===== src/rtl/pipe_hazard_unit_pkg.sv =====
// ============================================================================
// Module      : pipe_pkg
// Description : Shared types and constants for the pipeline hazard unit:
//               forwarding-select encodings, shadow-pipeline entry struct
//               and small helpers used by the comparator and top level.
// Revision    : 1.0 - initial release
// ============================================================================
`default_nettype none

package pipe_pkg;

    // Default register address width of the CPU register file.
    localparam int REG_AW_DEF = 5;
    // Storage width of a shadow-entry address; REG_AW must not exceed this.
    localparam int REG_AW_MAX = 8;

    // EX operand mux select encodings.
    localparam logic [1:0] FWD_RF    = 2'b00;
    localparam logic [1:0] FWD_EXMEM = 2'b01;
    localparam logic [1:0] FWD_MEMWB = 2'b10;

    // One in-flight instruction as seen by the hazard logic.
    typedef struct packed {
        logic                  v;
        logic                  wr_en;
        logic [REG_AW_MAX-1:0] addr;
        logic                  is_load;
    } shadow_t;

    // True when the entry will write register r; r0 is never a producer.
    function automatic logic entry_writes(input shadow_t e, input logic [REG_AW_MAX-1:0] r);
        return e.v && e.wr_en && (e.addr == r) && (r != '0);
    endfunction

    // Youngest producer wins: the EX entry holds the newer value than MEM.
    function automatic logic [1:0] fwd_sel(input logic hit_ex, input logic hit_mem);
        if (hit_ex) begin
            return FWD_EXMEM;
        end else if (hit_mem) begin
            return FWD_MEMWB;
        end
        return FWD_RF;
    endfunction

endpackage : pipe_pkg

`default_nettype wire


===== src/rtl/pipe_hazard_unit_if.sv =====
// ============================================================================
// Module      : pipe_hazard_unit_if
// Description : ID-stage request / hazard-control response bundle between
//               the CPU datapath (master) and the hazard unit (slave).
// Revision    : 1.0 - initial release
// ============================================================================
`default_nettype none

interface pipe_hazard_unit_if #(
    parameter int REG_AW = 5,
    parameter int CNT_W  = 16
);
    logic              id_valid_i;
    logic [REG_AW-1:0] id_rs_i;
    logic [REG_AW-1:0] id_rt_i;
    logic              id_use_rs_i;
    logic              id_use_rt_i;
    logic              id_wr_en_i;
    logic [REG_AW-1:0] id_wr_addr_i;
    logic              id_is_load_i;
    logic              mem_br_taken_i;
    logic              stall_o;
    logic              flush_o;
    logic [1:0]        fwd_a_o;
    logic [1:0]        fwd_b_o;
    logic [CNT_W-1:0]  stall_cnt_o;
    logic [CNT_W-1:0]  flush_cnt_o;

    modport master (
        output id_valid_i, id_rs_i, id_rt_i, id_use_rs_i, id_use_rt_i,
               id_wr_en_i, id_wr_addr_i, id_is_load_i, mem_br_taken_i,
        input  stall_o, flush_o, fwd_a_o, fwd_b_o, stall_cnt_o, flush_cnt_o
    );

    modport slave (
        input  id_valid_i, id_rs_i, id_rt_i, id_use_rs_i, id_use_rt_i,
               id_wr_en_i, id_wr_addr_i, id_is_load_i, mem_br_taken_i,
        output stall_o, flush_o, fwd_a_o, fwd_b_o, stall_cnt_o, flush_cnt_o
    );

endinterface : pipe_hazard_unit_if

`default_nettype wire


===== src/rtl/pipe_hazard_unit_cmp.sv =====
// ============================================================================
// Module      : pipe_hz_cmp
// Description : Compares one ID source register against the EX, MEM and WB
//               shadow entries and reports which stages will write it.
// Revision    : 1.0 - initial release
// ============================================================================
`default_nettype none

module pipe_hz_cmp
    import pipe_pkg::*;
(
    input  logic [REG_AW_MAX-1:0] src_i,
    input  logic                  use_i,
    input  shadow_t               ex_i,
    input  shadow_t               mem_i,
    input  shadow_t               wb_i,
    output logic                  hit_ex_o,
    output logic                  hit_mem_o,
    output logic                  hit_wb_o,
    output logic                  load_hit_o
);
    // An unused source is folded onto r0, which can never match, so stale or
    // undriven source fields cannot create a hazard or leak X.
    logic [REG_AW_MAX-1:0] w_src;

    assign w_src      = use_i ? src_i : '0;
    assign hit_ex_o   = entry_writes(ex_i,  w_src);
    assign hit_mem_o  = entry_writes(mem_i, w_src);
    assign hit_wb_o   = entry_writes(wb_i,  w_src);
    assign load_hit_o = hit_ex_o && ex_i.is_load;

endmodule : pipe_hz_cmp

`default_nettype wire


===== src/rtl/pipe_hazard_unit.sv =====
// ============================================================================
// Module      : pipe_hazard_unit
// Description : Hazard / forwarding controller for a 5-stage pipeline. Keeps
//               a shadow EX/MEM/WB copy of destination registers, raises
//               RAW/load-use stalls, flushes on a taken branch in MEM and
//               registers the EX operand forwarding selects.
// Revision    : 1.0 - initial release
// ============================================================================
`default_nettype none

module pipe_hazard_unit
    import pipe_pkg::*;
#(
    parameter int REG_AW = REG_AW_DEF,
    parameter int FWD_EN = 1,
    parameter int RF_WT  = 1,
    parameter int CNT_W  = 16
) (
    input  logic              clk_i,
    input  logic              rst_i,
    pipe_hazard_unit_if.slave bus
);
    localparam logic [CNT_W-1:0] c_cnt_max = '1;

    shadow_t               ex_q, mem_q, wb_q;
    logic [1:0]            fwd_a_q, fwd_a_d, fwd_b_q, fwd_b_d;
    logic [CNT_W-1:0]      stall_cnt_q, flush_cnt_q;

    shadow_t               w_id_entry;
    logic [REG_AW_MAX-1:0] w_rs, w_rt;
    logic                  w_use_rs, w_use_rt;
    logic                  w_rs_ex, w_rs_mem, w_rs_wb, w_rs_load;
    logic                  w_rt_ex, w_rt_mem, w_rt_wb, w_rt_load;
    logic                  w_raw_pipe, w_raw_wb;
    logic                  w_stall, w_flush, w_advance;

    assign w_rs     = REG_AW_MAX'(bus.id_rs_i);
    assign w_rt     = REG_AW_MAX'(bus.id_rt_i);
    assign w_use_rs = bus.id_valid_i && bus.id_use_rs_i;
    assign w_use_rt = bus.id_valid_i && bus.id_use_rt_i;

    assign w_id_entry = '{v:       bus.id_valid_i,
                          wr_en:   bus.id_wr_en_i,
                          addr:    REG_AW_MAX'(bus.id_wr_addr_i),
                          is_load: bus.id_is_load_i};

    pipe_hz_cmp u_cmp_rs (
        .src_i      (w_rs),
        .use_i      (w_use_rs),
        .ex_i       (ex_q),
        .mem_i      (mem_q),
        .wb_i       (wb_q),
        .hit_ex_o   (w_rs_ex),
        .hit_mem_o  (w_rs_mem),
        .hit_wb_o   (w_rs_wb),
        .load_hit_o (w_rs_load)
    );

    pipe_hz_cmp u_cmp_rt (
        .src_i      (w_rt),
        .use_i      (w_use_rt),
        .ex_i       (ex_q),
        .mem_i      (mem_q),
        .wb_i       (wb_q),
        .hit_ex_o   (w_rt_ex),
        .hit_mem_o  (w_rt_mem),
        .hit_wb_o   (w_rt_wb),
        .load_hit_o (w_rt_load)
    );

    // With forwarding only an EX-stage load is too late to bypass; without it
    // every pending producer in EX or MEM must retire first. A WB producer is
    // only a hazard when the register file cannot pass a same-cycle write.
    assign w_raw_pipe = (FWD_EN != 0) ? (w_rs_load || w_rt_load)
                                      : (w_rs_ex || w_rs_mem || w_rt_ex || w_rt_mem);
    assign w_raw_wb   = (RF_WT == 0) && (w_rs_wb || w_rt_wb);

    // Flush has priority over stall; both are held low during reset.
    assign w_flush   = !rst_i && bus.mem_br_taken_i;
    assign w_stall   = !rst_i && bus.id_valid_i && !bus.mem_br_taken_i
                       && (w_raw_pipe || w_raw_wb);
    assign w_advance = bus.id_valid_i && !w_flush && !w_stall;

    // Forwarding selects for the instruction about to enter EX.
    always_comb begin
        fwd_a_d = FWD_RF;
        fwd_b_d = FWD_RF;
        if ((FWD_EN != 0) && w_advance) begin
            fwd_a_d = fwd_sel(w_rs_ex, w_rs_mem);
            fwd_b_d = fwd_sel(w_rt_ex, w_rt_mem);
        end
    end

    // Shadow pipeline advance, registered selects and saturating counters.
    always_ff @(posedge clk_i) begin
        if (rst_i) begin
            ex_q        <= '0;
            mem_q       <= '0;
            wb_q        <= '0;
            fwd_a_q     <= FWD_RF;
            fwd_b_q     <= FWD_RF;
            stall_cnt_q <= '0;
            flush_cnt_q <= '0;
        end else begin
            wb_q    <= mem_q;
            mem_q   <= w_flush ? shadow_t'('0) : ex_q;
            ex_q    <= w_advance ? w_id_entry : shadow_t'('0);
            fwd_a_q <= fwd_a_d;
            fwd_b_q <= fwd_b_d;
            if (w_stall && (stall_cnt_q != c_cnt_max)) begin
                stall_cnt_q <= stall_cnt_q + CNT_W'(1);
            end
            if (w_flush && (flush_cnt_q != c_cnt_max)) begin
                flush_cnt_q <= flush_cnt_q + CNT_W'(1);
            end
        end
    end

    assign bus.stall_o     = w_stall;
    assign bus.flush_o     = w_flush;
    assign bus.fwd_a_o     = fwd_a_q;
    assign bus.fwd_b_o     = fwd_b_q;
    assign bus.stall_cnt_o = stall_cnt_q;
    assign bus.flush_cnt_o = flush_cnt_q;

endmodule : pipe_hazard_unit

`default_nettype wire


===== src/flat_wrapper.sv =====
// flat-port wrapper written by rule: the top's interface ports become plain ports
module pipe_hazard_unit_flat import pipe_pkg::*;
#(
    parameter int REG_AW = REG_AW_DEF,
    parameter int FWD_EN = 1,
    parameter int RF_WT  = 1,
    parameter int CNT_W  = 16
)
  (clk_i, rst_i, bus_id_valid_i, bus_id_rs_i, bus_id_rt_i, bus_id_use_rs_i, bus_id_use_rt_i, bus_id_wr_en_i, bus_id_wr_addr_i, bus_id_is_load_i, bus_mem_br_taken_i, bus_stall_o, bus_flush_o, bus_fwd_a_o, bus_fwd_b_o, bus_stall_cnt_o, bus_flush_cnt_o);
  pipe_hazard_unit_if #(.REG_AW(REG_AW), .CNT_W(CNT_W)) bus_i ();
  input  logic clk_i;
  input  logic rst_i;
  input wire logic [$bits(bus_i.id_valid_i)-1:0] bus_id_valid_i;
  input wire logic [$bits(bus_i.id_rs_i)-1:0] bus_id_rs_i;
  input wire logic [$bits(bus_i.id_rt_i)-1:0] bus_id_rt_i;
  input wire logic [$bits(bus_i.id_use_rs_i)-1:0] bus_id_use_rs_i;
  input wire logic [$bits(bus_i.id_use_rt_i)-1:0] bus_id_use_rt_i;
  input wire logic [$bits(bus_i.id_wr_en_i)-1:0] bus_id_wr_en_i;
  input wire logic [$bits(bus_i.id_wr_addr_i)-1:0] bus_id_wr_addr_i;
  input wire logic [$bits(bus_i.id_is_load_i)-1:0] bus_id_is_load_i;
  input wire logic [$bits(bus_i.mem_br_taken_i)-1:0] bus_mem_br_taken_i;
  output wire logic [$bits(bus_i.stall_o)-1:0] bus_stall_o;
  output wire logic [$bits(bus_i.flush_o)-1:0] bus_flush_o;
  output wire logic [$bits(bus_i.fwd_a_o)-1:0] bus_fwd_a_o;
  output wire logic [$bits(bus_i.fwd_b_o)-1:0] bus_fwd_b_o;
  output wire logic [$bits(bus_i.stall_cnt_o)-1:0] bus_stall_cnt_o;
  output wire logic [$bits(bus_i.flush_cnt_o)-1:0] bus_flush_cnt_o;
  assign bus_i.id_valid_i = bus_id_valid_i;
  assign bus_i.id_rs_i = bus_id_rs_i;
  assign bus_i.id_rt_i = bus_id_rt_i;
  assign bus_i.id_use_rs_i = bus_id_use_rs_i;
  assign bus_i.id_use_rt_i = bus_id_use_rt_i;
  assign bus_i.id_wr_en_i = bus_id_wr_en_i;
  assign bus_i.id_wr_addr_i = bus_id_wr_addr_i;
  assign bus_i.id_is_load_i = bus_id_is_load_i;
  assign bus_i.mem_br_taken_i = bus_mem_br_taken_i;
  assign bus_stall_o = bus_i.stall_o;
  assign bus_flush_o = bus_i.flush_o;
  assign bus_fwd_a_o = bus_i.fwd_a_o;
  assign bus_fwd_b_o = bus_i.fwd_b_o;
  assign bus_stall_cnt_o = bus_i.stall_cnt_o;
  assign bus_flush_cnt_o = bus_i.flush_cnt_o;
  pipe_hazard_unit #(.REG_AW(REG_AW), .FWD_EN(FWD_EN), .RF_WT(RF_WT), .CNT_W(CNT_W)) u_core (.clk_i(clk_i), .rst_i(rst_i), .bus(bus_i));
endmodule

===== config.mk =====
export PLATFORM = sky130hd
export DESIGN_NAME = pipe_hazard_unit_flat
export DESIGN_NICKNAME = d
export VERILOG_FILES = /design/src/rtl/pipe_hazard_unit_pkg.sv /design/src/rtl/pipe_hazard_unit_if.sv /design/src/rtl/pipe_hazard_unit_cmp.sv /design/src/rtl/pipe_hazard_unit.sv /design/src/flat_wrapper.sv
export SDC_FILE = /design/constraint.sdc
export NUM_CORES = 1
export LEC_CHECK = 0
export ABC_AREA = 1
export BUFFER_PORTS_ARGS = -buffer_cell sky130_fd_sc_hd__buf_2
export CAP_MARGIN = 20
export CORE_ASPECT_RATIO = 0.7
export CORE_UTILIZATION = 49
export DETAILED_ROUTE_END_ITERATION = 10
export MAX_ROUTING_LAYER = met4
export PLACE_DENSITY = 0.71
export SETUP_SLACK_MARGIN = 0.02
export SYNTH_ARGS = -nofsm -noshare
export SYNTH_HDL_FRONTEND = slang
export SYNTH_SLANG_ARGS = --single-unit
export TNS_END_PERCENT = 100

===== constraint.sdc =====
create_clock -name clk_i -period 2.6 [get_ports clk_i]
set_clock_uncertainty 0.15 [all_clocks]
set_input_delay 0.13 -clock clk_i [delete_from_list [all_inputs] [get_ports clk_i]]
set_output_delay 0.13 -clock clk_i [all_outputs]
set_load 0.02 [all_outputs]

==> summary.txt <==
status: finished, final reports clean
Post-DP Area: 3450 µm²
Yosys warnings: 0
total wire length: 7590 µm
EDFF count, synth: 0
initial antenna violation count: 0
Setup WS pre-CTS: 0.476 ns
Num CTS Buffers: 5
RSZ-0062 raised after global routing: false
GR Overflow Total: 0
area of the multi-input gates: 1660 µm²
critical path class: register to output pin
Top FF cell, synth: dfxtp_1
Setup Viol. Count Final: 0
CP Capture Type: output pin
commonest non-fill, non-tap cells in the layout: nand2_1, inv_1, nor2_1, buf_2, dfxtp_1
synth unique cells: 32
syn nets: 526
setup TNS: 0 ns
first-pass GRT wire length: 12700 µm
vias in the first global route: 2790
Final nets: 592
worst-path maximum fanout: 26
Die Wd: 97 µm
Starting Density: 52.5%
Iter 0 DRT Violations: 202
row cnt: 23
fmax: 0.442 GHz
Post-synth ARST share: 0%
clk_lat worst skew: 0.30 ns
Final Max Slew Viols: 0
Max-Cap Viols: 0
post-CTS sizing: 0
crit path time final: 2.26 ns
GPL Wtd Cong: 0.967
fillers: 582
final worst slack: 0.336 ns
Power Density: 410 nW/µm²
share of cells above drive strength 1: 15.5%
H-tree depth: 2
pin count of the biggest net entering global routing: 27
Clock Sinks: 51
Setup Buffers After CTS: 0
maximum vdd drop: 246 µV
wire per inst: 11.8 µm
die height: 68.5 µm
I/O pin total: 61
final worst path period share: 87.1%
Via density: 5.08
CTS Buffer Depth: 2
CTS tree: built
netlist area before placement: 3100 µm²
number of synthesized register bits: 51
antenna cells: 0
DRC Markers: 0
Power Total: 1.49 mW
FF+latch area: 1020 µm²
synthesized area per cell: 6.18 µm²
area grow syn2layout: 17.2%
Synth Instances: 501
clk slew on worst S/H paths: 0.10 ns
register area share after synthesis: 33.0%
most common cell after layout, fill and taps aside: nand2_1
cts hold-fix bufs: 7
LEAKAGE: 1.71 nW
Setup crit start kind: register
core area: 5900 µm²
DR pass1 iterations: 5
Max-slew headroom: 54.9%
Port-buffer cells: 60
worst hold-check path type: primary input to register
GRT Util Overall: 24.4%
Fin. Hold Viols: 0
Routed Antenna Nets: 0
vias: 3262
Worst Tran Pin Value: 0.676 ns
die area: 6640 µm²
Critical Path RT: 2.32 ns
fin area: 3630 µm²
Root Buffer: clkbuf_8
crit path DAT: 1.98 ns
DP HPWL: 5720 µm
==> registers in the layout, indices dropped and copies added, names as in the netlist <==
name / flops
u_core.mem_q: 7
u_core.bus.fwd_b_o: 2
u_core.bus.flush_cnt_o: 16
u_core.bus.stall_cnt_o: 16
u_core.bus.fwd_a_o: 2
u_core.ex_q: 8
==> stage by stage <==
| step | hold slack [ns] | instances | util, % |
|---|---|---|---|
| 3_3_place_gp | 0.191 | 628 | 58.5 |
| 5_1_grt | 0.0221 | 642 | 61.5 |
| 4_1_cts | 0.00179 | 642 | 61.5 |
| 6_report | 0.00667 | 642 | 61.5 |
| 3_5_place_dp | 0.198 | 628 | 58.5 |
| 2_1_floorplan | 0.0922 | 501 | - |
==> critical path, cell delays in order, from the launching register on <==
cell and delay, ns:
dfxtp_1 0.38, inv_1 0.17, nand2_1 0.07, nand2_1 0.06, nand2_1 0.08, nor2_1 0.15
nand2_2 0.11, nand2_4 0.26, nand2_1 0.13, inv_1 0.10, buf_2 0.16
==> worst paths after layout <==
| kind | startpoint | end | slack (ns) | depth (start not counted) |
|---|---|---|---|---|
| worst max register to register | u_core.ex_q[3] | u_core.bus.fwd_a_o[1] | 0.58 | 10 |
| worst min-delay path | rst_i | u_core.bus.flush_cnt_o[9] | 0.007 | 2 |
| worst max-delay path | u_core.ex_q[3] | bus_stall_o | 0.34 | 10 |
| worst min register to register | u_core.ex_q[10] | u_core.mem_q[10] | 0.29 | 2 |
==> per-layer routing <==
layer	wire, µm	global-route usage, %	vias up
li1	-	-	1693
met1	3750	33.9	1429
met2	3150	38.1	131
met3	609	4.23	9
met4	82	3.73	0
met5	0	-	-
==> final cells by class <==
cell class | count | area share [%]
multi-input combinational | 349 | 45.7
sequential | 51 | 28.1
timing repair buffer | 72 | 11.6
inverter | 88 | 9.10
tap | 75 | 2.59
clock buffer | 5 | 1.90
clock inverter | 2 | 1.03
==> cells in the mapped netlist, types with 3 or more instances <==
| cell | instances | area share [%] |
|---|---|---|
| nand4_1 | 27 | 5.5 |
| o21ai_0 | 8 | 1.3 |
| dfxtp_1 | 51 | 33 |
| clkbuf_1 | 3 | 0.36 |
| a21oi_1 | 17 | 2.7 |
| buf_2 | 3 | 0.48 |
| nand3_1 | 39 | 6.3 |
| nand2_1 | 131 | 16 |
| nor2_1 | 84 | 10 |
| xor2_1 | 7 | 2.0 |
| xnor2_1 | 5 | 1.4 |
| clkinv_1 | 3 | 0.36 |
| inv_1 | 85 | 10 |
| buf_4 | 3 | 0.73 |
| nor3_1 | 4 | 0.65 |
| nand3_2 | 10 | 3.2 |
==> where the power goes <==
group	internal, mW	switching (mW)	leakage (nW)
Clock	0.282	0.268	0.0502
Sequential	0.788	0.00837	0.412
Combinational	0.0527	0.0887	1.25
==> cells by family after synthesis <==
logic type	share of synthesized area [%]
compound gates	5.26
xor+xnor	3.40
simple gates	44.0
buf+inv	13.6
flops	33.0
fa+ha+maj	0.808
No activity file was read; power rests on OpenSTA's default activity.
